### src/rtl/gf_pow_seq.sv
// -----------------------------------------------------------------------------
// gf_pow_seq
//
// Multi-cycle GF(2^8) exponentiation unit (result = base^exp) for use as a
// custom-instruction execution resource. Left-to-right square-and-multiply
// over a single shared 8x8 GF(2^8) multiplier: one product per cycle, used
// by SQUARE (acc*acc) or by MULT (acc*base).
//
// Optional feature (compile-time macro GF_POW_INV_EN):
//   defined     : inv = 1 at start forces the exponent to 8'd254, which yields
//                 the multiplicative inverse (0 maps to 0).
//   not defined : inv is present but ignored; exp is always used.
//
// Parameters:
//   POLY  low 8 bits of the reduction polynomial x^8 + POLY (0x1B = AES)
//   XLEN  width of rd_data; the 8-bit result is zero-extended into it
//
// Ports:
//   clk        in   clock, rising edge
//   reset      in   asynchronous, active-high reset
//   start      in   request, sampled only in IDLE
//   abort      in   synchronous cancel of an in-flight operation
//   inv        in   inverse request (see optional feature)
//   base       in   operand a, captured on start
//   exp        in   exponent e, captured on start
//   busy       out  high while in SQUARE or MULT
//   done       out  one-cycle pulse; rd_data valid from this cycle onward
//   rd_data    out  {zeros, result}; held until the next done
//   dbg_state  out  current FSM state (0 IDLE, 1 SQUARE, 2 MULT, 3 DONE)
//
// Handshake: start is a level sampled only while the FSM is IDLE; anything
// on start/base/exp/inv outside that cycle is ignored. busy covers exactly
// the SQUARE/MULT cycles; done pulses for the single DONE cycle and rd_data
// is already updated in that cycle. abort is honoured only in SQUARE/MULT,
// and wins over start when both are high in IDLE.
// -----------------------------------------------------------------------------
module gf_pow_seq #(
   parameter logic [7:0] POLY = 8'h1B,
   parameter int         XLEN = 32
) (
   input  logic            clk,
   input  logic            reset,
   input  logic            start,
   input  logic            abort,
   input  logic            inv,
   input  logic [7:0]      base,
   input  logic [7:0]      exp,
   output logic            busy,
   output logic            done,
   output logic [XLEN-1:0] rd_data,
   output logic [1:0]      dbg_state
);

   typedef enum logic [1:0] {
      S_IDLE   = 2'd0,
      S_SQUARE = 2'd1,
      S_MULT   = 2'd2,
      S_DONE   = 2'd3
   } state_t;

   state_t     state_q;
   logic [7:0] acc_q;
   logic [7:0] base_q;
   logic [7:0] exp_q;
   logic [2:0] idx_q;
   logic       busy_q;
   logic       done_q;
   logic [7:0] res_q;

   logic [7:0] mul_b;
   logic [7:0] acc_d;
   logic [7:0] exp_eff;

   // Full carry-less 8x8 product followed by reduction of every high bit
   // (14 down to 8). Each x^i with i >= 8 is rewritten as x^(i-8) * POLY;
   // working from the top down means any bit re-set by a lower fold is
   // still visited later, so the result always fits in 8 bits.
   function automatic logic [7:0] gf_mul(input logic [7:0] a, input logic [7:0] b);
      logic [14:0] p;
      p = '0;
      for (int i = 0; i < 8; i++) begin
         if (b[i]) p = p ^ ({7'b0, a} << i);
      end
      for (int i = 14; i >= 8; i--) begin
         if (p[i]) begin
            p[i-8 +: 8] = p[i-8 +: 8] ^ POLY;
            p[i]        = 1'b0;
         end
      end
      return p[7:0];
   endfunction

   // The one multiplier: second operand is base in MULT, acc otherwise.
   always_comb begin
      mul_b = acc_q;
      if (state_q == S_MULT) mul_b = base_q;
      acc_d = gf_mul(acc_q, mul_b);
   end

`ifdef GF_POW_INV_EN
   // a^254 = a^-1 in GF(2^8) for nonzero a, and 0^254 = 0.
   always_comb begin
      exp_eff = exp;
      if (inv) exp_eff = 8'd254;
   end
`else
   logic unused_inv;
   assign unused_inv = inv;
   always_comb begin
      exp_eff = exp;
   end
`endif

   always_ff @(posedge clk or posedge reset) begin
      if (reset) begin
         state_q <= S_IDLE;
         acc_q   <= 8'd0;
         base_q  <= 8'd0;
         exp_q   <= 8'd0;
         idx_q   <= 3'd7;
         busy_q  <= 1'b0;
         done_q  <= 1'b0;
         res_q   <= 8'd0;
      end else begin
         done_q <= 1'b0;
         case (state_q)
            S_IDLE: begin
               if (start && !abort) begin
                  base_q  <= base;
                  exp_q   <= exp_eff;
                  acc_q   <= 8'd1;
                  idx_q   <= 3'd7;
                  busy_q  <= 1'b1;
                  state_q <= S_SQUARE;
               end
            end

            S_SQUARE: begin
               if (abort) begin
                  busy_q  <= 1'b0;
                  state_q <= S_IDLE;
               end else begin
                  acc_q <= acc_d;
                  if (exp_q[idx_q]) begin
                     state_q <= S_MULT;
                  end else if (idx_q == 3'd0) begin
                     // Result is published on entry to DONE so that rd_data
                     // is already valid while done is high.
                     busy_q  <= 1'b0;
                     done_q  <= 1'b1;
                     res_q   <= acc_d;
                     state_q <= S_DONE;
                  end else begin
                     idx_q <= idx_q - 3'd1;
                  end
               end
            end

            S_MULT: begin
               if (abort) begin
                  busy_q  <= 1'b0;
                  state_q <= S_IDLE;
               end else begin
                  acc_q <= acc_d;
                  if (idx_q == 3'd0) begin
                     busy_q  <= 1'b0;
                     done_q  <= 1'b1;
                     res_q   <= acc_d;
                     state_q <= S_DONE;
                  end else begin
                     idx_q   <= idx_q - 3'd1;
                     state_q <= S_SQUARE;
                  end
               end
            end

            S_DONE: begin
               state_q <= S_IDLE;
            end

            default: begin
               busy_q  <= 1'b0;
               state_q <= S_IDLE;
            end
         endcase
      end
   end

   assign busy      = busy_q;
   assign done      = done_q;
   assign rd_data   = {{(XLEN-8){1'b0}}, res_q};
   assign dbg_state = state_q;

endmodule
### config.mk
export PLATFORM = sky130hd
export DESIGN_NAME = gf_pow_seq
export DESIGN_NICKNAME = d
export VERILOG_FILES = /design/src/rtl/gf_pow_seq.sv
export SDC_FILE = /design/constraint.sdc
export NUM_CORES = 1
export LEC_CHECK = 0
export CAP_MARGIN = 10
export CORE_MARGIN = 10
export CORE_UTILIZATION = 55
export CTS_BUF_LIST = sky130_fd_sc_hd__clkbuf_8
export CTS_CLUSTER_SIZE = 10
export DETAILED_ROUTE_END_ITERATION = 12
export PLACE_DENSITY = 0.8
export RECOVER_POWER = 25
export SETUP_SLACK_MARGIN = 0.15
export SYNTH_ARGS = -nofsm -noshare
export SYNTH_HDL_FRONTEND = slang
export SYNTH_SLANG_ARGS = --single-unit
export TNS_END_PERCENT = 20
### constraint.sdc
create_clock -name clk -period 4 [get_ports clk]
set_clock_uncertainty 0.15 [all_clocks]
set_input_delay 0.6 -clock clk [delete_from_list [all_inputs] [get_ports clk]]
set_output_delay 0.6 -clock clk [all_outputs]
set_load 0.02 [all_outputs]
Yosys cells after proc, flatten, opt, wreduce, memory -nomap -nowiden
Cells that the tools add are included.
Word-level totals
  register bits: 39
  bits of input ports: 21
  output and inout bits: 36
  word-level logic and storage cells: 98
Operators by class
  add/subtract/negate cells: 1
  order comparisons: 1
  equal/unequal tests: 10
  muxes and demuxes: 50
  bitwise gates (word level): 14
  reductions and logical operators: 14
Operators with widths (number)
  $mux W15: 7
  $mux W8: 8
  $mux W5: 7
  $pmux W8 S2: 2
  $not A4 Y4: 7
  $mux W3: 5
  $xor A15 B10 Y15: 1
  $xor A15 B11 Y15: 1
  $xor A15 B12 Y15: 1
  $xor A15 B13 Y15: 1
  $xor A15 B14 Y15: 1
  $xor A15 B15 Y15: 1
  $mux W2: 6
  $mux W1: 10
  $ne A2 B2 Y1 const B: 5
  $pmux W3 S3: 1
  $xor A8 B9 Y9: 1
  $pmux W2 S4: 1
  $reduce_and A3 Y1: 2
  $reduce_and A5 Y1: 1
  $eq A2 B2 Y1 const B: 2
  $lt A3 B4 Y1 const B: 1
  $ne A4 B4 Y1 const B: 1
  $reduce_and A2 Y1: 2
  other kinds (14): 15

Depth between registers and ports, before layout
Gate-level depths: netlist of run 1.
  word-level depth: 35
  mapped depth: 13
  gate-level depth less buffers: 10

Worst setup path after synthesis of run 1
OpenSTA, ideal clock, no wires.
  kind: flip-flop to flip-flop
  start point: reg state_q[0], in the netlist dbg_state[0]
  end point: reg res_q[4]
  library setup time: 0.125 ns
  data arrival time: 2.941 ns
  data required time: 3.725 ns
  setup slack: 0.784 ns
  stages on the path, launching flop included: 12
  path buffers: 1
  period minus slack after synthesis: 3.216 ns
  cell sequence: dfrtp_1 -> inv_1 -> ha_1 -> buf_2 -> or2b_1 -> o22ai_1 -> a21oi_2 -> xor2_2 -> xnor2_1 -> xnor3_2 -> xnor3_1 -> mux2_2
Between the ends
  word-level cells in the longest chain between the ends: 30
  elaborated cells on any way between the ends: 41
  those cells by class: eq/ne (5); mux (21); bitwise (13); reduce/logical (2)
RTL lines
  from (decl): line 61  | state_t state_q;
  from (signal assigned): line 116  | state_q <= S_IDLE;
  from (signal assigned): line 134  | state_q <= S_SQUARE;
  from (signal assigned): line 141  | state_q <= S_IDLE;
  $eq A2 B2 Y1: line 96, 126
  $mux W8: line 96  | if (state_q == S_MULT) mul_b = base_q;
  $mux W8: line 82  | if (b[i]) p = p ^ ({7'b0, a} << i);
  $xor A8 B9 Y9: line 82
  $mux W15: line 82
  $xor A15 B10 Y15: line 82
  $mux W15: line 82
  $xor A15 B11 Y15: line 82
  [... 14 more ...]
  $not A4 Y4 (no line)
  $mux W5: line 85  | if (p[i]) begin
  $not A4 Y4 (no line)
  $mux W5: line 85
  $mux W8: line 146, 165
  $mux W8: line 144  | if (exp_q[idx_q]) begin
  $mux W8: line 139  | if (abort) begin
  $pmux W8 S2: line 126  | case (state_q)
  to (signal assigned): line 123  | res_q <= 8'd0;
  to (signal assigned): line 151  | res_q <= acc_d;
  to (signal assigned): line 168  | res_q <= acc_d;
  to (decl): line 68  | logic [7:0] res_q;
Several ways; a longest one is shown, not always the timed one. The select of a mux whose other input is x is not followed.
A chain may end at the register's enable or synchronous reset.

Worst setup path after layout of run 1
Same ends and word-level chain as after synthesis.

==> metrics, run 1 <==
outcome complete, but fails checks; violated checks capacitance limit, slew limit; Simple-Gate Fraction of Synth Area 15.68%; post-synthesis average cell area 8.653 um^2; GP Congestion 0.8737; cell mode on critical path nand2_1; antenna-violating nets left 0; global-route wire length before repair 12210 um; Tmin final 3.380 ns; #FFs+latches synth 39; Worst-Margin Slew 1.831 ns; critical path data required time 4.03 ns; Post-synth top flop dfrtp_1; Fmax 295.9 MHz; CP Class reg2reg; Routed WL 7370 um; drt initial violations 204; Rows 28; post-synthesis cell area 3279 um^2; Worst Path Buf+Inv 2; clk slew on worst S/H paths 0.08 ns; commonest non-fill, non-tap cell in the layout nand2_1; Core Area 5851 um^2; multiplexer share of the synthesized area 11.14%; Initial Utilization 56.05%; TritonCTS buffer count 5; die area 9451 um^2; top post-synthesis cells by area dfrtp_1 27%, nand2_1 8.6%, mux2_2 8.2%; post-DP HPWL 5472 um; Sink Count 39; Setup Viol. Count Final 0; setup TNS 0 ns; family with the most delay on the worst path XOR/XNOR gates; # resized after CTS 0; Worst path slowest cell xnor3_2; Via density 5.534; synth unique cells 48; Synth Area in Adders 2.671%; I/O pins 57; Synth Area in XOR/XNOR 16.90%; vias in the first global route 2541; complex-gate fraction of the synthesized area 13.47%; largest net degree at the start of global routing 34; slew margin rel. -22.06%; share of layout cells above drive strength 1 11.39%; Hold Fails Final Rpt 0; R2R Setup Slk 0.62 ns; max-slew violation total from the final report 34; total number of vias 2601; setup bufs post-CTS 0; # nets final 422; crit-path max cell delay 0.58 ns; drt drc 0; clock buffer depth 2; CP Cell Sequence inv_1, ha_1, buf_4, nand2_1, nand2_1, nand2_1, xor2_2, xnor2_1, xnor3_2, xnor3_1, mux2_2; RSZ-0062 raised after global routing false; Syn Inst Count 379; grt total ovfl 0; pwr/cell area 955.5 nW/um^2; Startpoint Class register; CTS tree done; CTS H-tree depth 2; clk_lat worst skew 0.30 ns; Synth area leader dfrtp_1; diode count 0; Die Width 97.22 um; I/O Buffers 31; Peak supply drop 0.0006241 V; die height 97.22 um; fill count 511; number of enable flip-flop cells after synthesis 0; drt wl/cell 15.68 um; total of max-cap violations 1; Synth top area share 27.47%; Layout area overhead 10.30%; Final period util 84.50%; hold slack final 0.3404 ns; Pleak 1.516 nW; Async SR Flop Fraction 100.0%; root cell of the clock tree clkbuf_8; most frequent cells in the layout 75 x nand2_1, 36 x dfrtp_1, 30 x xnor2_1, 30 x clkdlybuf4s50_1; Ys Warns 0; gr usage total 15.08%; hold wc startpoint busy; Setup crit start dbg_state[0]; Min-Delay Path Class reg2reg; sequential area share after synthesis 29.87%; Critical Path End Type register; initial antenna violation count 0; Hold-fix buffers, CTS 0; launching point of the worst reg2reg path dbg_state[0]; Data arrival, critical path 3.41 ns; largest family of logic cells by synthesized area XOR/XNOR gates; CP Max Fanout 18; TritonRoute pass-1 iters 4
## tightest hold or removal path: cells and delay by family (launching register included)
family,cells,cell delay (ns)
DFF,1,0.35
and+or+nand+nor,1,0.05
AOI/OAI and AO/OA,1,0.06
## worst paths after layout
kind / end / cells past startpoint
hold / removal: busy / 2
max in group asynchronous: res_q[7] / 3
min in group asynchronous: res_q[4] / 2
setup reg to reg: res_q[4] / 11
setup / recovery: res_q[4] / 11
hold reg to reg: busy / 2
## flip-flops by register name, summed over array words and instances (netlist names)
signal     cells
dbg_state      2
base_q         8
res_q          8
idx_q          3
busy           1
exp_q          8
acc_q          8
done           1
## cells in the mapped netlist, types with 2 or more instances
cell type	count
mux4_2	2
buf_2	5
mux2i_1	5
nand3_1	5
mux2_2	24
xor2_1	21
nor3_1	3
a21oi_1	18
xnor2_1	30
xnor3_1	3
a22oi_1	4
dfrtp_1	36
o21ai_0	19
dfstp_2	3
ha_1	7
o21a_1	3
nand2b_1	6
nand4_1	2
clkbuf_1	19
nand3b_1	4
nor2_1	11
o22ai_1	2
nor2b_1	6
nand2_1	75
buf_4	25
a22o_1	8
a31oi_1	2
inv_1	9
a21o_1	3
## final cells by class
class / count / area (um^2) / share of cell area (%)
multi-input cells: 303 / 2053 / 56.76
flip-flops and latches: 39 / 979.7 / 27.08
repair buffers: 36 / 344.1 / 9.512
well taps: 75 / 93.84 / 2.594
clock buffers: 5 / 68.82 / 1.902
clock inverters: 3 / 43.79 / 1.211
inverters: 9 / 33.78 / 0.9339
## cells by family (layout without fill, tap and decap cells)
kind of cell,Yosys count,count (layout)
DFF,39,39
muxes,31,31
AOI/OAI and AO/OA,69,69
buffers and inverters,60,53
and+or+nand+nor,116,116
adders and majority gates,7,7
xor gates and xnor gates,56,56
other,1,24
## where the power goes
| part | switching [W] | internal [W] | leakage [nW] |
|---|---|---|---|
| Sequential | 0.000365 | 0.000556 | 0.484 |
| Combinational | 0.00107 | 0.00113 | 0.974 |
| Clock | 0.000146 | 0.000186 | 0.0581 |
## metrics by stage
stage	area (um^2)	total power, W	instances	util [%]	worst slack [ns]
final	3617	0.003456	470	61.83	0.6199
after global routing	3617	0.003730	470	61.83	0.4496
after CTS	3621	0.003464	470	61.89	0.6444
after detailed placement	3508	0.003112	462	59.97	0.6813
after global placement	3508	0.003007	462	59.97	0.7524
after floorplan	3366	0.002685	402	-	0.7843
## metal layers
layer | vias to the layer above | part of all wire [%] | GRT usage, %
met3 | 14 | 7.0 | 4.481
met4 | 0 | 2.0 | 5.481
li1 | 1249 | - | -
met2 | 94 | 50 | 26.08
met5 | - | 0 | 0
met1 | 1244 | 41 | 17.12
Power figures use the tool's default switching activity.
==> run 2: changes to the inputs <==
--- a/config.mk
+++ b/config.mk
@@ -7,11 +7,11 @@
 export LEC_CHECK = 0
 export CAP_MARGIN = 10
 export CORE_MARGIN = 10
-export CORE_UTILIZATION = 55
+export CORE_UTILIZATION = 50
 export CTS_BUF_LIST = sky130_fd_sc_hd__clkbuf_8
 export CTS_CLUSTER_SIZE = 10
 export DETAILED_ROUTE_END_ITERATION = 12
-export PLACE_DENSITY = 0.8
+export PLACE_DENSITY = 0.76
 export RECOVER_POWER = 25
 export SETUP_SLACK_MARGIN = 0.15
 export SYNTH_ARGS = -nofsm -noshare
==> constraint.sdc (replaced) <==
create_clock -name clk -period 2.81 [get_ports clk]
set_clock_uncertainty 0.15 [all_clocks]
set_input_delay 0.4215 -clock clk [delete_from_list [all_inputs] [get_ports clk]]
set_output_delay 0.4215 -clock clk [all_outputs]
set_load 0.02 [all_outputs]
==> metrics, run 2 (synthesis results as in run 1) <==
post-DP HPWL 6010 um; clock buffer depth 2; critical path data required time 2.85 ns; Startpoint Class register; CTS H-tree depth 2; grt total ovfl 0; CP Class reg2reg; GP Congestion 0.8950; Fmax 362.1 MHz; total number of vias 2740; Die Width 101.0 um; I/O pins 57; I/O Buffers 31; Initial Utilization 51.65%; commonest non-fill, non-tap cell in the layout nand2_1; outcome completed; die area 10200 um^2; max-slew violation total from the final report 0; Via density 5.404; diode count 0; Hold Path Depth 2; largest net degree at the start of global routing 40; initial antenna violation count 0; root cell of the clock tree clkbuf_8; drt initial violations 225; Data arrival, critical path 2.80 ns; share of layout cells above drive strength 1 23.49%; # nets final 457; antenna-violating nets left 0; drt wl/cell 16.51 um; vias in the first global route 2715; Layout area overhead 22.05%; Min-Delay Path Class reg2reg; Peak supply drop 0.0008042 V; TritonRoute pass-1 iters 4; Pleak 1.730 nW; Finished Layout Cells 507; CP Cell Sequence ha_4, buf_4, nand3b_1, nand2_1, a22oi_1, xor2_2, xor2_1, xnor3_1, mux2_4; crit-path max cell delay 0.49 ns; Place WS 0.04441 ns; pwr/cell area 1376 nW/um^2; Hold Fails Final Rpt 0; total power 0.005508 W; Rows 29; Critical Path End Type register; RSZ-0062 raised after global routing true; TritonCTS buffer count 5; Tmin final 2.762 ns; cell area after layout 4003 um^2; total of max-cap violations 0; Hold-fix buffers, CTS 0; gr usage total 15.95%; Worst-Margin Slew 0.9982 ns; Final WS setup 0.04808 ns; slew margin rel. 33.46%; dpl cell area 3767 um^2; Final period util 98.29%; Worst path slowest cell xnor3_1; Core Area 6350 um^2; clk_lat worst skew 0.30 ns; Sink Count 39; most frequent cells in the layout 73 x nand2_1, 36 x buf_4, 32 x dfrtp_1, 30 x clkdlybuf4s50_1, 27 x xnor2_1; CTS tree done; CP Max Fanout 7; drt drc 0; global-route wire length before repair 13280 um; clk slew on worst S/H paths 0.08 ns; # placed instances 491; Routed WL 8369 um; Setup Viol. Count Final 0; cells on worst reg2reg path 9; die height 101.0 um
## run 2: final cells by class
cell class,count,area [um^2]
clock inverter,3,23.77
timing repair buffer,71,619.3
inverter,9,33.78
clock buffer,5,68.82
tap,77,96.34
multi-input combinational,303,2176
fill,522,2347
sequential,39,984.7
## run 2: through the flow
step | hold WS [ns] | TNS [ns] | utilization [%]
5_1_grt | 0.3948 | -0.1202 | 63.03
3_5_place_dp | 0.3245 | 0 | 59.33
3_3_place_gp | 0.3178 | 0 | 59.33
4_1_cts | 0.3438 | 0 | 62.25
6_report | 0.3423 | 0 | 63.03
2_1_floorplan | 0.3239 | 0 | -
## run 2: what timing repair did
action / 4_1_cts / 5_1_grt
pin swaps: 1 / 2
endpoints found under the setup margin: 11 / 14
setup buffers: 8 / 0
gates resized for setup: 8 / 12
## run 2: layer usage
| layer | GRT usage [%] | wire [um] | up-vias |
|---|---|---|---|
| met5 | 0 | 0 | - |
| met3 | 3.361 | 649 | 15 |
| met4 | 6.538 | 180 | 0 |
| li1 | - | - | 1323 |
| met1 | 20.02 | 3485 | 1300 |
| met2 | 25.90 | 4053 | 102 |
## run 2: where the power goes
group          leakage, nW  switching (W)  total, W  internal (W)
clock network       0.0408       0.000225  0.000403      0.000178
logic                 1.21        0.00199   0.00398       0.00199
registers            0.479       0.000323   0.00112      0.000802
total                 1.73        0.00254   0.00551       0.00297
## run 2: worst paths after layout
kind,from,slack (ns),end
worst max-delay path,dbg_state[1],0.05,res_q[3]
worst min-delay path,busy,0.34,busy
worst max register to register,dbg_state[1],0.05,res_q[3]
worst min register to register,busy,0.34,busy
max in group asynchronous,reset,1.11,dbg_state[1]
min in group asynchronous,reset,0.72,res_q[0]
## run 2: critical path: cells and delay by family, from the launching register on
family | cells | cell delay [ns]
buffers and inverters | 1 | 0.15
flip-flops | 1 | 0.43
adder cells (fa/ha/maj) | 1 | 0.20
AO/OA/AOI/OAI | 1 | 0.27
multiplexers | 1 | 0.27
XOR/XNOR | 3 | 1.02
AND/OR/NAND/NOR | 2 | 0.16
